<file path="src/rtl/demosaic_pkg.sv">
// Shared constants and FSM encoding for the demosaic frame-memory read-back path.
package demosaic_pkg;
  localparam int IMG_W      = 128;
  localparam int IMG_H      = 128;
  localparam int ADDR_W     = 14;
  localparam int COL_W      = 7;
  localparam int DATA_W     = 8;
  localparam int FIFO_DEPTH = 4;
  localparam logic [ADDR_W-1:0] LAST_ADDR = 14'd16383;

  typedef enum logic [1:0] {
    ST_IDLE   = 2'd0,
    ST_STREAM = 2'd1,
    ST_DRAIN  = 2'd2,
    ST_FINISH = 2'd3
  } state_t;
endpackage

</file>
<file path="src/rtl/pix_sync_fifo.sv">
// Small synchronous FIFO holding pixel words plus frame/line markers.
module pix_sync_fifo #(
  parameter int DEPTH = 4,
  parameter int WIDTH = 27
) (
  input  logic                         clk,
  input  logic                         reset,
  input  logic                         push,
  input  logic [WIDTH-1:0]             push_data,
  input  logic                         pop,
  output logic [WIDTH-1:0]             pop_data,
  output logic [$clog2(DEPTH+1)-1:0]   count,
  output logic                         empty
);
  localparam int PTR_W = (DEPTH > 1) ? $clog2(DEPTH) : 1;

  logic [WIDTH-1:0] mem [DEPTH];
  logic [PTR_W-1:0] wr_ptr, rd_ptr;
  logic             full, do_push, do_pop;

  function automatic logic [PTR_W-1:0] ptr_inc(input logic [PTR_W-1:0] p);
    return (p == PTR_W'(DEPTH - 1)) ? '0 : p + 1'b1;
  endfunction

  assign empty   = (count == '0);
  assign full    = (count == ($clog2(DEPTH+1))'(DEPTH));
  assign do_pop  = pop & ~empty;
  assign do_push = push & (~full | do_pop);

  // NOTE: storage has no reset; only pointers and count do, and the head is never read while empty.
  always_ff @(posedge clk) begin
    if (do_push) mem[wr_ptr] <= push_data;
  end

  always_ff @(posedge clk or negedge reset) begin
    if (!reset) begin
      wr_ptr <= '0;
      rd_ptr <= '0;
      count  <= '0;
    end else begin
      if (do_push) wr_ptr <= ptr_inc(wr_ptr);
      if (do_pop)  rd_ptr <= ptr_inc(rd_ptr);
      if (do_push && !do_pop)      count <= count + 1'b1;
      else if (do_pop && !do_push) count <= count - 1'b1;
    end
  end

  assign pop_data = mem[rd_ptr];
endmodule

</file>
<file path="src/rtl/rgb_frame_streamer.sv">
// Reads the R/G/B planes in raster order and streams {R,G,B} pixels with sof/eol/eof
// markers; reads are credit-limited so the output FIFO can never overflow.
module rgb_frame_streamer
  import demosaic_pkg::*;
#(
  parameter int ADDR_W     = demosaic_pkg::ADDR_W,
  parameter int COL_W      = demosaic_pkg::COL_W,
  parameter int DATA_W     = demosaic_pkg::DATA_W,
  parameter int FIFO_DEPTH = demosaic_pkg::FIFO_DEPTH
) (
  input  logic                clk,
  input  logic                reset,
  input  logic                start,
  output logic                rd_en,
  output logic [ADDR_W-1:0]   addr,
  input  logic [DATA_W-1:0]   rdata_r,
  input  logic [DATA_W-1:0]   rdata_g,
  input  logic [DATA_W-1:0]   rdata_b,
  output logic                out_valid,
  input  logic                out_ready,
  output logic [3*DATA_W-1:0] out_pixel,
  output logic                out_sof,
  output logic                out_eol,
  output logic                out_eof,
  output logic                busy,
  output logic                done
);
  localparam int WORD_W = 3 * DATA_W + 3;
  localparam int CNT_W  = $clog2(FIFO_DEPTH + 1);
  localparam logic [ADDR_W-1:0] FINAL_ADDR = '1;

  state_t              state, next_state;
  logic                issue, first_issue, busy_nxt, done_set, done_clr;
  logic                rd_en_d;
  logic [ADDR_W-1:0]   addr_d;
  logic [CNT_W-1:0]    fifo_count;
  logic                fifo_empty;
  logic [1:0]          inflight;
  logic [CNT_W:0]      credit_used;
  logic                credit_ok;
  logic [WORD_W-1:0]   push_word, head_word;

  // Reads on the bus this cycle plus reads whose data is being captured at this edge.
  assign inflight    = {1'b0, rd_en} + {1'b0, rd_en_d};
  assign credit_used = (CNT_W+1)'(fifo_count) + (CNT_W+1)'(inflight);
  assign credit_ok   = credit_used < (CNT_W+1)'(FIFO_DEPTH);

  always_ff @(posedge clk or negedge reset) begin
    if (!reset) state <= ST_IDLE;
    else        state <= next_state;
  end

  always_comb begin
    next_state = state;
    unique case (state)
      ST_IDLE:   if (start) next_state = ST_STREAM;
      ST_STREAM: if (credit_ok && addr == FINAL_ADDR - 1'b1) next_state = ST_DRAIN;
      ST_DRAIN:  if (fifo_empty && inflight == 2'd0) next_state = ST_FINISH;
      ST_FINISH: next_state = ST_IDLE;
    endcase
  end

  // NOTE: every signal driven here gets a default first, so no latch can be inferred.
  always_comb begin
    issue       = 1'b0;
    first_issue = 1'b0;
    done_set    = (state == ST_FINISH);
    done_clr    = 1'b0;
    busy_nxt    = (next_state == ST_STREAM) || (next_state == ST_DRAIN);
    unique case (state)
      ST_IDLE: if (start) begin
        issue       = 1'b1;
        first_issue = 1'b1;
        done_clr    = 1'b1;
      end
      ST_STREAM: issue = credit_ok;
      default: ;
    endcase
  end

  always_ff @(posedge clk or negedge reset) begin
    if (!reset) begin
      rd_en   <= 1'b0;
      addr    <= '0;
      rd_en_d <= 1'b0;
      addr_d  <= '0;
      busy    <= 1'b0;
      done    <= 1'b0;
    end else begin
      rd_en   <= issue;
      if (first_issue) addr <= '0;
      else if (issue)  addr <= addr + 1'b1;
      rd_en_d <= rd_en;
      addr_d  <= addr;
      busy    <= busy_nxt;
      if (done_clr)      done <= 1'b0;
      else if (done_set) done <= 1'b1;
    end
  end

  // Markers are decoded from the address whose data is arriving this cycle.
  assign push_word = {rdata_r, rdata_g, rdata_b,
                      addr_d == '0,
                      &addr_d[COL_W-1:0],
                      addr_d == FINAL_ADDR};

  pix_sync_fifo #(
    .DEPTH(FIFO_DEPTH),
    .WIDTH(WORD_W)
  ) u_fifo (
    .clk       (clk),
    .reset     (reset),
    .push      (rd_en_d),
    .push_data (push_word),
    .pop       (out_valid & out_ready),
    .pop_data  (head_word),
    .count     (fifo_count),
    .empty     (fifo_empty)
  );

  assign out_valid = ~fifo_empty;
  assign {out_pixel, out_sof, out_eol, out_eof} = out_valid ? head_word : '0;
endmodule
</file>
<file path="config.mk">
export PLATFORM = sky130hd
export DESIGN_NAME = rgb_frame_streamer
export DESIGN_NICKNAME = d
export VERILOG_FILES = /design/src/rtl/demosaic_pkg.sv /design/src/rtl/pix_sync_fifo.sv /design/src/rtl/rgb_frame_streamer.sv
export SDC_FILE = /design/constraint.sdc
export NUM_CORES = 1
export LEC_CHECK = 0
export CORE_ASPECT_RATIO = 0.7
export CORE_MARGIN = 10
export CORE_UTILIZATION = 55
export DETAILED_ROUTE_END_ITERATION = 12
export GPL_ROUTABILITY_DRIVEN = 1
export GPL_TIMING_DRIVEN = 0
export PLACE_DENSITY = 0.79
export SYNTH_ARGS = -nofsm -noshare
export SYNTH_HDL_FRONTEND = slang
export SYNTH_SLANG_ARGS = --single-unit
</file>
<file path="constraint.sdc">
create_clock -name clk -period 2.5 [get_ports clk]
set_clock_uncertainty 0.1 [all_clocks]
set_input_delay 0.375 -clock clk [delete_from_list [all_inputs] [get_ports clk]]
set_output_delay 0.375 -clock clk [all_outputs]
set_load 0.05 [all_outputs]
</file>
### After elaboration in Yosys (flattened, before gate mapping)

Memories as Yosys holds them, arrays and structs flattened.
Cells that the tools add are included.

| operators by class | value |
|---|---|
| bitwise logic cells | 6 |
| equality and inequality tests | 10 |
| divide/modulo/power cells | 0 |
| multiplexer cells | 18 |
| multipliers | 0 |
| $lt $le $gt $ge | 1 |
| reduce and logical (&&, ||, !) cells | 15 |
| add/subtract/negate cells | 7 |
| shift operators | 0 |

Operator list:

| operator | count |
|---|---|
| equality test 14 bit, second input constant | 2 |
| 2-to-1 mux 14 bit | 2 |
| 2-to-1 mux 27 bit | 1 |
| adder 14 x 1 -> 14 bit, second input constant | 1 |
| logical NOT 14 bit | 1 |
| equality test 2 bit, second input constant | 5 |
| 2-to-1 mux 2 bit | 5 |
| case mux 2 bit (4 select lines) | 1 |
| AND reduction 7 bit | 1 |
| 2-to-1 mux 1 bit | 6 |
| 2-to-1 mux 3 bit | 2 |
| nonzero test 2 bit | 3 |
| adder 2 x 1 -> 2 bit, second input constant | 2 |
| adder 3 x 2 -> 4 bit | 1 |
| equality test 2 x 1 -> 1 bit, second input constant | 2 |
| logical AND 1 bit | 4 |
| logical NOT 2 bit | 2 |
| < comparator 4 x 3 -> 1 bit, second input constant | 1 |
| adder 3 x 1 -> 3 bit, second input constant | 1 |
| bitwise AND 1 bit | 3 |
| equality test 3 bit, second input constant | 1 |
| logical NOT 3 bit | 1 |
| subtractor 3 x 1 -> 3 bit, second input constant | 1 |
| adder 1 x 1 -> 2 bit | 1 |
| other kinds (5) | 7 |

| word-level totals | value |
|---|---|
| memories kept | 1 |
| bits in registers | 41 |
| word-level logic and storage cells | 68 |
| output and inout bits | 45 |
| ROM bits | 0 |
| bits in latches | 0 |
| memory bits (writable) | 108 |
| bits of input ports | 28 |

Memories:

| name | words | width | read ports | clocked after Yosys merged registers in | write ports | RTL line | source |
|---|---|---|---|---|---|---|---|
| u_fifo.mem | 4 | 27 | 1 | 0 | 1 | pix_sync_fifo.sv:17 | `logic [WIDTH-1:0] mem [DEPTH];` |

### Longest topological paths before layout

| logic depth | value |
|---|---|
| depth in word-level cells | 10 |
| gate-level depth with buffers | 8 |
| mapped depth without buffers | 8 |

### Hierarchy

A second synthesis with hierarchy kept.

| unflattened totals | value |
|---|---|
| cell total of the unflattened synthesis | 340 |
| area, all modules | 6002.0 µm² |

Modules (own cells, without submodules):

| module | cells an instance | seq. area each (µm²) | area each (µm²) | times used |
|---|---|---|---|---|
| pix_sync_fifo | 177 | 3418.3 | 4330.4 | 1 |
| rgb_frame_streamer | 163 | 850.8 | 1671.6 | 1 |

### Worst setup path before layout

Ideal clock, no wire load.

| timing path | value |
|---|---|
| kind | register to register |
| start | register rd_en |
| end | register state[0] |
| setup slack | 0.110 ns |
| setup time | 0.120 ns |
| stages on the path, launching flop included | 8 |
| data arrival time | 2.170 ns |
| data required time | 2.280 ns |
| path buffers | 1 |
| clock period less this slack | 2.390 ns |
| cells stage by stage | dfrtp_1 -> ha_1 -> ha_1 -> a311o_1 -> buf_6 -> nor4_1 -> nand4_1 -> a31o_2 |

| on the way | value |
|---|---|
| longest elaborated chain between the ends | 6 |
| elaborated cells between the ends (all ways) | 9 |
| classes of those cells | 2 x add/sub; 1 x order compare; 3 x mux; 3 x reduce/logical |

RTL lines:

| item | RTL line | source |
|---|---|---|
| start: declaration | rgb_frame_streamer.sv:14 | `output logic rd_en,` |
| start signal: assignment | rgb_frame_streamer.sv:90 | `rd_en <= issue;` |
| adder 1 x 1 -> 2 bit (*) | rgb_frame_streamer.sv:44 | `assign inflight = {1'b0, rd_en} + {1'b0, rd_en_d};` |
| adder 3 x 2 -> 4 bit | rgb_frame_streamer.sv:45 | `assign credit_used = (CNT_W+1)'(fifo_count) + (CNT_W+1)'(inflight);` |
| < comparator 4 x 3 -> 1 bit | rgb_frame_streamer.sv:46 | `assign credit_ok = credit_used < (CNT_W+1)'(FIFO_DEPTH);` |
| logical AND 1 bit | rgb_frame_streamer.sv:57 | `ST_STREAM: if (credit_ok && addr == FINAL_ADDR - 1'b1) next_state = ST_DRAIN;` |
| 2-to-1 mux 2 bit | rgb_frame_streamer.sv:57 |  |
| case mux 2 bit (4 select lines) (*) | rgb_frame_streamer.sv:55 | `unique case (state)` |
| via next_state[0] | rgb_frame_streamer.sv:32 | `state_t state, next_state;` |
| end signal: assignment | rgb_frame_streamer.sv:50 | `else state <= next_state;` |
| end: declaration | rgb_frame_streamer.sv:32 |  |

The timed path passes the listed nets; every way through them passes the cells marked *.
A chain may end at the register's enable or synchronous reset.

### Worst setup path after layout

| timing path | value |
|---|---|
| start | register u_fifo.rd_ptr[0] |
| end | output port out_pixel[9] |

| on the way | value |
|---|---|
| longest elaborated chain between the ends | 2 |

RTL lines:

| item | RTL line | source |
|---|---|---|
| start: declaration | pix_sync_fifo.sv:18 | `logic [PTR_W-1:0] wr_ptr, rd_ptr;` |
| start signal: assignment | pix_sync_fifo.sv:42 | `if (do_pop) rd_ptr <= ptr_inc(rd_ptr);` |
| memory (4 x 27 bit) | -- |  |
| 2-to-1 mux 27 bit | rgb_frame_streamer.sv:122 | `assign {out_pixel, out_sof, out_eol, out_eof} = out_valid ? head_word : '0;` |
| end: declaration | rgb_frame_streamer.sv:21 | `output logic [3*DATA_W-1:0] out_pixel,` |

Every way passes these cells.

==> flow_metrics.env <==
export IMPL_status="complete, but fails checks"
export IMPL_violations="negative hold slack, negative setup slack"
export IMPL_ys_warn_count=0
export IMPL_regToRegSetupSlack_ns=0.18
export IMPL_ys_ff_latch=149
export IMPL_die_y_um=107.2
export IMPL_insertion_delay_ns=0.42
export IMPL_min_period_over_period_pct=100.7
export IMPL_drc_errors=0
export IMPL_pin_count=73
export IMPL_max_slew_margin_rel_pct=39.93
export IMPL_viasPerCell=5.664
export IMPL_cp_required_ns=2.03
export IMPL_start_kind="flop"
export IMPL_worstReg2RegStart="u_fifo.count[0]$_DFFE_PN0P_"
export IMPL_ys_types=36
export IMPL_cts_htree_levels=4
export IMPL_layout_setup_ws_ns=-0.01858
export IMPL_yosysSeqAreaShare_pct=71.47
export IMPL_crit_family="buffers and inverters"
export IMPL_grt_overflow=0
export IMPL_num_rows=31
export IMPL_first_pass_iters=5
export IMPL_drt_wl_total_um=12460
export IMPL_synth_ff_type="edfxtp_1"
export IMPL_synth_area_mm2=0.005973
export IMPL_drv_cap=0
export IMPL_nets=481
export IMPL_r2r_end="u_fifo.count[2]$_DFFE_PN0P_"
export IMPL_place_congestion=0.8101
export IMPL_initial_core_util_pct=57.04
export IMPL_clock_fmax_ghz=0.3970
export IMPL_setup_worst_path_class="reg2out"
export IMPL_cts_tree="done"
export IMPL_fin_hold_ws_ns=-0.01707
export IMPL_crit_path_max_fanout=10
export IMPL_dieArea_mm2=0.01550
export IMPL_antenna_found_initial=0
export IMPL_post_route_min_period_ns=2.519
export IMPL_drive_above_1_share_pct=26.87
export IMPL_fp_dieW_um=144.6
export IMPL_clk_root_buffer_cell="clkbuf_16"
export IMPL_worstPathCellList="buf_8, mux4_2, and2_1, clkdlybuf4s15_2"
export IMPL_wl_per_cell_um=21.26
export IMPL_rsz0062_at_grt="true"
export IMPL_setup_viol=1
export IMPL_max_stage_delay_ns=0.52
export IMPL_syn_area_per_cell_um2=17.36
export IMPL_cp_end_kind="output port"
export IMPL_cp_depth=4
export IMPL_dp_final_hpwl_um=7671
export IMPL_syn_num_nets=384
export IMPL_fin_util_pct=72.47
export IMPL_path_buf_inv=2
export IMPL_core_area_mm2=0.01047
export IMPL_syn2layout_area_growth_pct=27.06
export IMPL_clk_pin_slew_ns=0.06
export IMPL_port_buffers=72
export IMPL_cts_hold_buffers=0
export IMPL_synth_cells=344
export IMPL_grt_max_degree=42
export IMPL_tightest_slew_ns=0.9010
export IMPL_synth_edf_count=108
export IMPL_cp_arrival_ns=2.04
export IMPL_grt_usage_pct=17.00
export IMPL_clkSinkCount=149
export IMPL_dr_first_iter_drc_count=198
export IMPL_report_final_slew_viol_count=0
export IMPL_numCtsBuffers=17
export IMPL_clockBufferDepth=2
export IMPL_route_vias_total=3319
export IMPL_hold_class="in2async"
export IMPL_slowest_stage="mux4_2"
export IMPL_async_flop_share_pct=27.52
export IMPL_hold_viol_final=25
export IMPL_n_antenna_cell=0
export IMPL_ant_nets=0
export IMPL_worst_r2r_path_depth=8
export IMPL_grt_pass1_vias=3454
export IMPL_grt_pass1_wl_um=19460
timing repair:
action	4_1_cts	5_1_grt
setup endpoints to repair	102	22
gates resized for setup	173	15
endpoints found under the hold margin	0	0
buffers inserted	0	5
cloned	0	1
area by class of cell:
| type | instances | area (um2) |
|---|---|---|
| Clock inverter | 6 | 70.07 |
| Tap cell | 132 | 165.2 |
| Fill cell | 650 | 2883 |
| Sequential cell | 149 | 4270 |
| Clock buffer | 26 | 574.3 |
| Timing Repair Buffer | 78 | 715.7 |
| Buffer | 12 | 131.4 |
| Inverter | 11 | 41.29 |
| Multi-Input combinational cell | 172 | 1622 |
per-stage QoR:
step                cells  setup TNS (ns)  cell area, um2  setup slack [ns]
finish                586        -0.01858            7590          -0.01858
floorplan             344               0            5973            0.1099
CTS                   580         -0.3388            7508          -0.08412
global placement      548          -49.33            6859           -0.3937
detailed placement    548          -49.36            6854           -0.4205
global route          586         -0.1584            7590          -0.08620
state kept, by name, indices dropped and copies added, names as in the netlist:
register,count
busy,1
addr_d,14
rd_en,1
rd_en_d,1
addr,14
done,1
u_fifo.wr_ptr,2
u_fifo.mem,108
u_fifo.rd_ptr,2
u_fifo.count,3
state,2
how the worst max path moves through the flow:
stage	startpoint	end	slack [ns]
floorplan	rd_en$_DFF_PN0_	state[0]$_DFF_PN0_	0.11
global placement	u_fifo.rd_ptr[1]$_DFFE_PN0P_	out_pixel[5]	-0.39
detailed placement	u_fifo.rd_ptr[1]$_DFFE_PN0P_	out_pixel[9]	-0.42
CTS	u_fifo.rd_ptr[0]$_DFFE_PN0P_	out_pixel[9]	-0.08
global route	u_fifo.count[0]$_DFFE_PN0P_	out_pixel[9]	-0.09
finish	u_fifo.rd_ptr[0]$_DFFE_PN0P_	out_pixel[9]	-0.02
metal layers:
layer  wire [um]  global-route usage, %
met1        5496                  21.95
met2        6032                  26.48
met3         748                  5.864
met4         178                  5.683
met5           0                      0
cell usage in the layout, fill, tap and decap left out, types with 2 or more instances in the layout:
cell             count
nor4_1               8
mux4_2              27
and2_1              21
dfrtp_1             40
clkdlybuf4s15_2      2
clkbuf_8             3
mux2i_1              6
clkbuf_4             3
nand4_1              5
buf_2               19
nand2_1             19
nand3_1             11
nor3_1               3
mux2_2               2
clkbuf_16           22
buf_12               3
and2_2               4
nor2_1              13
ha_1                11
o21ai_0              6
nand2b_1             5
nor4_4               2
clkbuf_1             3
edfxtp_1           108
and2_4               7
buf_6               12
buf_4                5
clkdlybuf4s50_1     43
xnor2_1              8
inv_1               11
cell usage after synthesis, drive strengths merged, types with 2 or more instances:
cell      n  area (um2)
clkbuf    5       18.77
xnor2     8       70.07
nand3    11       55.05
mux4     27       608.1
nand2    19       71.32
and2     32       200.2
nand4     5       31.28
inv      11       41.29
o21ai     6       30.03
edfxtp  108        3243
ha       11       137.6
mux2      2       22.52
nor2     13       48.80
nor3      3       15.01
nand2b    5       31.28
buf       7       50.05
nor4     10       92.59
dfrtp    41        1026
mux2i     6       60.06
logic make-up (layout without fill, tap and decap cells):
group	after synthesis	count (layout)	share of synthesized area, %
XOR/XNOR	9	9	1.320
AND/OR/NAND/NOR	103	103	9.699
adder cells (fa/ha/maj)	12	12	2.639
AO/OA/AOI/OAI	13	13	1.466
buffers and inverters	23	133	1.843
multiplexers	35	35	11.56
flip-flops	149	149	71.47
Power is not shown: default switching activity piles up to over one toggle a cycle in this logic, so the estimate is an artifact.
